==> config.mk <==
export PLATFORM = sky130hd
export DESIGN_NAME = mem_access_controller
export DESIGN_NICKNAME = d
export VERILOG_FILES = /design/src/rtl/mem_ctrl_pkg.sv /design/src/rtl/mem_wait_counter.sv /design/src/rtl/mem_access_controller.sv
export SDC_FILE = /design/constraint.sdc
export NUM_CORES = 1
export LEC_CHECK = 0
export CAP_MARGIN = 20
export CORE_MARGIN = 8
export CORE_UTILIZATION = 52
export CTS_BUF_LIST = sky130_fd_sc_hd__clkbuf_4 sky130_fd_sc_hd__clkbuf_8
export DETAILED_ROUTE_END_ITERATION = 10
export HOLD_SLACK_MARGIN = 0.15
export MAX_ROUTING_LAYER = met4
export PLACE_DENSITY = 0.88
export SYNTH_ARGS = -nofsm -noshare
export SYNTH_HDL_FRONTEND = slang
export SYNTH_SLANG_ARGS = --single-unit
==> constraint.sdc <==
create_clock -name clk -period 6 [get_ports clk]
set_clock_uncertainty 0.2 [all_clocks]
set_input_delay 1.2 -clock clk [delete_from_list [all_inputs] [get_ports clk]]
set_output_delay 1.2 -clock clk [all_outputs]
set_load 0.02 [all_outputs]
==> src/rtl/mem_ctrl_pkg.sv <==
// Shared definitions for the MEM-stage memory access controller:
// controller states, address alignment and default memory latency.
package mem_ctrl_pkg;

    typedef enum logic [1:0] {
        IDLE      = 2'd0,
        WRITEBACK = 2'd1,
        FILL      = 2'd2,
        DONE      = 2'd3
    } state_t;

    localparam logic [31:0] WORD_ALIGN          = 32'hFFFF_FFFC;
    localparam int          DEFAULT_MEM_LATENCY = 4;
    localparam int          WAIT_CNT_W          = 4;

    function automatic logic [31:0] word_align(input logic [31:0] addr);
        return addr & WORD_ALIGN;
    endfunction

endpackage

==> src/rtl/mem_wait_counter.sv <==
// Counts the cycles of one external memory access and flags the last one.
// The count restarts whenever the counter is disabled or completes an access.
module mem_wait_counter
    import mem_ctrl_pkg::*;
#(
    parameter int MEM_LATENCY = DEFAULT_MEM_LATENCY
) (
    input  logic clk,
    input  logic rst_b,
    input  logic enable,
    output logic terminal
);

    localparam logic [WAIT_CNT_W-1:0] LAST = WAIT_CNT_W'(MEM_LATENCY - 1);

    logic [WAIT_CNT_W-1:0] count;

    assign terminal = enable & (count == LAST);

    // With a latency of one the terminal flag is set on every enabled cycle,
    // so the count never leaves zero and cannot wrap.
    always_ff @(posedge clk) begin
        if (!rst_b) begin
            count <= '0;
        end else if (!enable || terminal) begin
            count <= '0;
        end else begin
            count <= count + 1'b1;
        end
    end

endmodule

==> src/rtl/mem_access_controller.sv <==
// Services MEM-stage cache misses over the single external memory port:
// optional dirty-victim writeback, line fill, then a settle cycle before replay.
module mem_access_controller
    import mem_ctrl_pkg::*;
#(
    parameter int MEM_LATENCY = DEFAULT_MEM_LATENCY,
    parameter int CNT_W       = 16
) (
    input  logic             clk,
    input  logic             rst_b,
    input  logic             req_valid,
    input  logic             req_write,
    input  logic [31:0]      req_addr,
    input  logic             cache_hit,
    input  logic             cache_dirty,
    input  logic [31:0]      victim_addr,
    input  logic             halt_req,
    output logic             stall,
    output logic [31:0]      mem_addr,
    output logic             mem_write_en,
    output logic             cache_fill_en,
    output logic             cache_write_en,
    output logic             halt_ack,
    output logic [CNT_W-1:0] hit_count,
    output logic [CNT_W-1:0] miss_count
);

    localparam logic [CNT_W-1:0] CNT_MAX = '1;

    state_t      state;
    state_t      next_state;
    logic [31:0] req_latch;
    logic [31:0] victim_latch;
    logic        wait_run;
    logic        wait_done;
    logic        idle_hit;
    logic        idle_miss;

    assign idle_hit  = (state == IDLE) & req_valid & cache_hit;
    assign idle_miss = (state == IDLE) & req_valid & ~cache_hit;
    assign wait_run  = (state == WRITEBACK) | (state == FILL);

    mem_wait_counter #(
        .MEM_LATENCY(MEM_LATENCY)
    ) u_wait_counter (
        .clk     (clk),
        .rst_b   (rst_b),
        .enable  (wait_run),
        .terminal(wait_done)
    );

    always_ff @(posedge clk) begin
        if (!rst_b) begin
            state <= IDLE;
        end else begin
            state <= next_state;
        end
    end

    // Addresses are captured on the miss cycle so the pipeline's frozen
    // request lines are never consulted again until the replay.
    always_ff @(posedge clk) begin
        if (!rst_b) begin
            req_latch    <= '0;
            victim_latch <= '0;
        end else if (idle_miss) begin
            req_latch    <= word_align(req_addr);
            victim_latch <= word_align(victim_addr);
        end
    end

    always_ff @(posedge clk) begin
        if (!rst_b) begin
            hit_count  <= '0;
            miss_count <= '0;
        end else begin
            if (idle_hit && hit_count != CNT_MAX) begin
                hit_count <= hit_count + 1'b1;
            end
            if (idle_miss && miss_count != CNT_MAX) begin
                miss_count <= miss_count + 1'b1;
            end
        end
    end

    always_comb begin
        next_state     = state;
        stall          = 1'b0;
        mem_addr       = word_align(req_addr);
        mem_write_en   = 1'b0;
        cache_fill_en  = 1'b0;
        cache_write_en = 1'b0;
        halt_ack       = 1'b0;
        case (state)
            IDLE: begin
                cache_write_en = idle_hit & req_write;
                halt_ack       = halt_req & ~idle_miss;
                if (idle_miss) begin
                    stall      = 1'b1;
                    next_state = cache_dirty ? WRITEBACK : FILL;
                end
            end
            WRITEBACK: begin
                stall        = 1'b1;
                mem_addr     = victim_latch;
                mem_write_en = 1'b1;
                if (wait_done) begin
                    next_state = FILL;
                end
            end
            FILL: begin
                stall    = 1'b1;
                mem_addr = req_latch;
                if (wait_done) begin
                    cache_fill_en = 1'b1;
                    next_state    = DONE;
                end
            end
            DONE: begin
                stall      = 1'b1;
                mem_addr   = req_latch;
                next_state = IDLE;
            end
            default: begin
                next_state = IDLE;
            end
        endcase
    end

endmodule

==> impl_metrics.yaml, run 1 <==
synthesis:
  yosysTopAreaCell: "dfxtp_1"
  synth_seq_cells: 98
  ys_types: 44
  ys_top_cells_by_area: "dfxtp_1 43%, nand2_1 14%, a21oi_1 9.1%"
  ys_warn_count: 0
  syn_area_mm2: 0.00454
  ys.flop_type: "dfxtp_1"
  synthMostInstantiatedCell: "nand2_1"
  async_reset_ff_share_pct: 0
  yosysTopAreaCellShare_pct: 43.2
  synthTopCellsByCount: "170 x nand2_1, 98 x dfxtp_1, 83 x a21oi_1"
  synth-edff-count: 0
  netlist_instances: 601
  synth_seq_area_share_pct: 43.2
  syn_avg_cell_area_um2: 7.56
clock_network:
  cts_hold_buf: 0
  ctsLongestPathBuffers: 2
  cts_resized: 0
  clockRootBuffer: "clkbuf_8"
  cts_num_sinks: 98
  clkTransAtPathRegs_ps: 90
  clock_latency_ps: 360
  cts_tree: "built"
  cts.htree.levels: 3
  cts_buffers: 9
  post-cts-setup-buffer-count: 0
detailed_routing:
  detail_route.wl_per_cell_um: 15.8
  wirelength_um: 13000
  ant_nets: 0
  drc: 0
  drtIter0Drc: 235
  via_per_inst: 5.70
  vias: 4687
  drt_first_pass_iters: 5
power:
  p_clk_share_pct: 21.7
  intPower_mw: 1.12
  p_comb_share_pct: 36.6
  total_power_mw: 1.78
  power_density_mw_per_mm2: 292
  power_switching_share_pct: 37.1
  p_leak_nw: 2.01
  irDropWorstVdd_v: 0.000173
  power_frac_seq_pct: 41.7
  p_sw_mw: 0.660
placement:
  dp_cells: 807
  place_congestion: 0.846
  pre_cts_slack_ps: 1230
  hpwl_um: 9250
  dpl-instance-area_mm2: 0.00591
  portBuffers: 133
critical_path:
  cp_max_fo: 32
  cp.required_ps: 4600
  worstSetupStartpoint: "cache_hit"
  critPathKind: "in2out"
  cp-start-kind: "primary input"
  r2r-start: "state[1]"
  cp-end-kind: "primary output"
  critPathArrivalTime_ps: 3350
floorplan:
  fp.dieH_um: 109
  die-area_mm2: 0.0120
  pin_count: 140
  die_x_um: 109
  rows: 34
  coreArea_mm2: 0.00859
  initial_utilization_pct: 52.9
worst_hold_path:
  min_path_type: "reg2reg"
  min_from: "req_latch[6]"
finish:
  drive_gt1_share_pct: 4.62
  fin_cells: 823
  syn2layout_area_growth_pct: 34.0
  antennaDiodeCount: 0
  final_nets: 789
  final_area_mm2: 0.00609
timing:
  min_period_ps: 4750
  maxSlewViolCount: 0
  max_freq_ghz: 0.211
  tns_ps: 0
  setup_viol: 0
  relSlewSlack_pct: 47.5
  rsz0062_at_grt: "false"
  period_share_pct: 79.1
  tightest_slew_ps: 780
  setup_ws_ps: 1250
  finalHoldViolCount: 0
grt:
  grtUsageTotal_pct: 21.8
  grt_max_degree: 65
  overflow: 0
  grt_first_pass_wirelength_um: 20800
  first_global_vias: 4566
  antenna_found_initial: 0
run_status:
  status: "finished clean"
flow_run:
  maxCapViolations: 0
layout make-up:
cell class              instances  area [um^2]
flip-flops and latches         98         1960
repair buffers                140         1380
clock inverters                 6         43.8
multi-input cells             454         2400
well taps                     108          135
inverters                       7         26.3
clock buffers                  10          131
fillers                       722         2510
critical path, cell delays in order:
cell and delay [ps]:
clkdlybuf4s50_1 500, nand3b_2 660, and3_1 440, clkdlybuf4s50_1 540
through the flow:
step,util (%),hold slack [ps]
after floorplan,-,218
after global placement,68.8,227
after detailed placement,68.8,247
after CTS,70.8,260
after global routing,70.8,274
final,70.8,257
power by group through the flow:
stage / Sequential (mW) / Combinational, mW / Clock, mW
after floorplan: 0.746 / 0.383 / 0
after global placement: 0.753 / 0.636 / 0
after detailed placement: 0.758 / 0.651 / 0
after CTS: 0.742 / 0.654 / 0.393
after global routing: 0.750 / 0.705 / 0.422
final: 0.743 / 0.651 / 0.385
cell usage in the layout, fill, tap and decap left out, types with 3 or more instances in the layout:
| cell | n |
|---|---|
| mux2i_1 | 6 |
| nor4_1 | 6 |
| inv_1 | 6 |
| a211oi_1 | 4 |
| clkinvlp_4 | 4 |
| a22oi_1 | 30 |
| a21oi_1 | 83 |
| nor3_1 | 3 |
| clkbuf_8 | 9 |
| nor2_1 | 13 |
| or4_1 | 11 |
| dfxtp_1 | 98 |
| clkdlybuf4s50_1 | 133 |
| nand4_1 | 10 |
| nand2b_1 | 4 |
| or2_2 | 4 |
| ha_1 | 7 |
| nand3_1 | 11 |
| nand2_1 | 170 |
| buf_4 | 7 |
| o21ai_0 | 42 |
| and3_1 | 4 |
| or3_1 | 9 |
| o31ai_1 | 10 |
per-layer routing:
metal  part of all wire, %  vias up  global-route usage [%]
met5                     0        -                       -
met4                   2.8        0                    10.2
met3                   5.6       27                    3.75
met2                    51      140                    37.8
met1                    40     2188                    23.9
li1                      -     2332                       -
cell families (layout without fill, tap and decap cells):
logic type	count (synthesis)	after routing	synth area share [%]
simple gates	259	259	26.0
compound gates	177	177	22.5
flops	98	98	43.2
buf+inv	50	163	4.32
fa+ha+maj	8	8	2.20
mux	6	6	1.32
xor+xnor	2	2	0.386
other cells	1	2	0.0826
registers in the layout, summed over array words and instances (netlist names):
register and flops:
req_latch 30, hit_count 16, miss_count 16, victim_latch 30, state 2, u_wait_counter.count 4
final timing paths:
kind,slack [ps],to,cells past startpoint
max,1250,halt_ack,4
min,260,req_latch[6],2
max reg2reg,2860,miss_count[15],6
min reg2reg,260,req_latch[6],2
No activity file was read; power rests on OpenSTA's default activity.
==> run 2, diff against run 1 <==
--- a/config.mk
+++ b/config.mk
@@ -7,12 +7,12 @@
 export LEC_CHECK = 0
 export CAP_MARGIN = 20
 export CORE_MARGIN = 8
-export CORE_UTILIZATION = 52
+export CORE_UTILIZATION = 44
 export CTS_BUF_LIST = sky130_fd_sc_hd__clkbuf_4 sky130_fd_sc_hd__clkbuf_8
 export DETAILED_ROUTE_END_ITERATION = 10
 export HOLD_SLACK_MARGIN = 0.15
 export MAX_ROUTING_LAYER = met4
-export PLACE_DENSITY = 0.88
+export PLACE_DENSITY = 0.79
 export SYNTH_ARGS = -nofsm -noshare
 export SYNTH_HDL_FRONTEND = slang
 export SYNTH_SLANG_ARGS = --single-unit
==> constraint.sdc (replaced) <==
create_clock -name clk -period 3.8 [get_ports clk]
set_clock_uncertainty 0.2 [all_clocks]
set_input_delay 0.76 -clock clk [delete_from_list [all_inputs] [get_ports clk]]
set_output_delay 0.76 -clock clk [all_outputs]
set_load 0.02 [all_outputs]
==> run 2 against run 1 <==
Compared with the run above:
- first-iteration DRC count grew 50%
- die area grew 15%
- hold slack lost 7.8 ps
- combinational power grew 64%
- routed wire length grew 3.1%
- sequential power grew 57%
- critical path type is now reg2out
- highest routed layer unchanged
==> impl_metrics.yaml, run 2 (synthesis results as in run 1) <==
worst_hold_path:
  min_path_type: "reg2reg"
clock_network:
  clkTransAtPathRegs_ps: 100
  cts_tree: "built"
  post-cts-setup-buffer-count: 0
  cts.htree.levels: 3
  ctsLongestPathBuffers: 2
  clock_latency_ps: 360
  cts_buffers: 9
  cts_resized: 0
  clockRootBuffer: "clkbuf_8"
  cts_num_sinks: 98
  cts_hold_buf: 0
floorplan:
  initial_utilization_pct: 44.6
  die_x_um: 118
  coreArea_mm2: 0.0102
  die-area_mm2: 0.0138
  pin_count: 140
  fp.dieH_um: 118
  rows: 37
critical_path:
  cp-start-kind: "register"
  path_cells: "inv_1 -> ha_1 -> nor4bb_1 -> and2_1 -> clkdlybuf4s50_1"
  r2r_slack_ps: 1160
  crit_slowest_cell: "clkdlybuf4s50_1"
  critPathKind: "reg2out"
  cp-end-kind: "primary output"
  critPathArrivalTime_ps: 2560
  cp_max_fo: 8
  cpPeakStageDelay_ps: 620
  cp.buffers_inverters: 2
  cp.required_ps: 2840
  critical_path.top_delay_family: "buffers and inverters"
placement:
  hpwl_um: 9330
  portBuffers: 133
  pre_cts_slack_ps: 430
  place_congestion: 0.855
finish:
  final_nets: 791
  antennaDiodeCount: 0
  reg_top3: "req_latch x30, victim_latch x30"
  final_common_cell: "nand2_1"
  drive_gt1_share_pct: 4.88
  syn2layout_area_growth_pct: 36.1
  final_cell_mix: "170 x nand2_1, 133 x clkdlybuf4s50_1, 98 x dfxtp_1, 83 x a21oi_1, 42 x o21ai_0"
  fillCellCount: 936
timing:
  setup_ws_ps: 276
  rsz0062_at_grt: "false"
  max_freq_ghz: 0.284
  period_share_pct: 92.7
  tightest_slew_ps: 929
  relSlewSlack_pct: 37.5
  tns_ps: 0
  maxSlewViolCount: 0
  setup_viol: 0
  finalHoldViolCount: 0
  min_period_ps: 3520
detailed_routing:
  detail_route.wl_per_cell_um: 15.7
  drtIter0Drc: 353
  drt_first_pass_iters: 5
  ant_nets: 0
  drc: 0
  wirelength_um: 13400
  via_per_inst: 5.55
  vias: 4735
power:
  p_comb_share_pct: 36.9
  intPower_mw: 1.82
  power_density_mw_per_mm2: 469
  power_switching_share_pct: 37.4
  p_leak_nw: 2.05
  power_frac_seq_pct: 40.3
  p_sw_mw: 1.08
  irDropWorstVdd_v: 0.000242
  p_clk_share_pct: 22.8
grt:
  first_global_vias: 4545
  grtUsageTotal_pct: 19.2
  antenna_found_initial: 0
  grt_max_degree: 65
  overflow: 0
  grt_first_pass_wirelength_um: 21900
flow_run:
  maxCapViolations: 0
run_status:
  status: "finished clean"
[run 2: changes by cell type in the layout (fill, tap and decap cells not counted), sizes merged]
cell	delta
clkinvlp	-4
buf	+2
inv	+4
[run 2: final timing paths]
check	startpoint	end	cells past startpoint
max	state[1]	cache_fill_en	5
min	u_wait_counter.count[0]	u_wait_counter.count[0]	1
max reg2reg	state[1]	state[0]	7
min reg2reg	u_wait_counter.count[0]	u_wait_counter.count[0]	1
[run 2: final cells by class]
| cell class | instances | area [um^2] | area share, % |
|---|---|---|---|
| Sequential cell | 98 | 1960 | 31.7 |
| Multi-Input combinational cell | 454 | 2410 | 38.9 |
| Clock inverter | 6 | 55.1 | 0.891 |
| Inverter | 7 | 26.3 | 0.425 |
| Clock buffer | 10 | 138 | 2.23 |
| Timing Repair Buffer | 142 | 1420 | 23.0 |
| Tap cell | 136 | 170 | 2.75 |
[run 2: worst reg2reg max path, delay by kind of cell (launching register included)]
kind	cells	cell delay [ps]
AO/OA/AOI/OAI	3	630
buffers and inverters	2	720
flip-flops	1	540
AND/OR/NAND/NOR	1	210
adder cells (fa/ha/maj)	1	260
[run 2: power groups by stage]
stage / Sequential, mW / Clock (mW) / Combinational, mW
final: 1.17 / 0.660 / 1.07
after global routing: 1.18 / 0.718 / 1.16
after CTS: 1.17 / 0.680 / 1.08
after detailed placement: 1.19 / 0 / 1.08
after global placement: 1.18 / 0 / 1.05
after floorplan: 1.18 / 0 / 0.604
[run 2: routing by layer]
metal  vias to the layer above  wire length, um  track usage, %
li1                       2346                -               -
met1                      2222             5580            21.7
met2                       136             6690            31.8
met3                        31              662            3.55
met4                         0              490            10.4
met5                         -                0               -
[run 2: through the flow]
step	power (mW)	util, %	hold WS [ps]	instance area [um^2]	instances
after floorplan	1.78	-	218	4550	602
after global placement	2.23	58.8	230	5990	837
final	2.90	60.7	249	6180	853
after CTS	2.92	60.7	256	6180	853
after detailed placement	2.27	58.8	241	5990	837
after global routing	3.06	60.7	280	6180	853
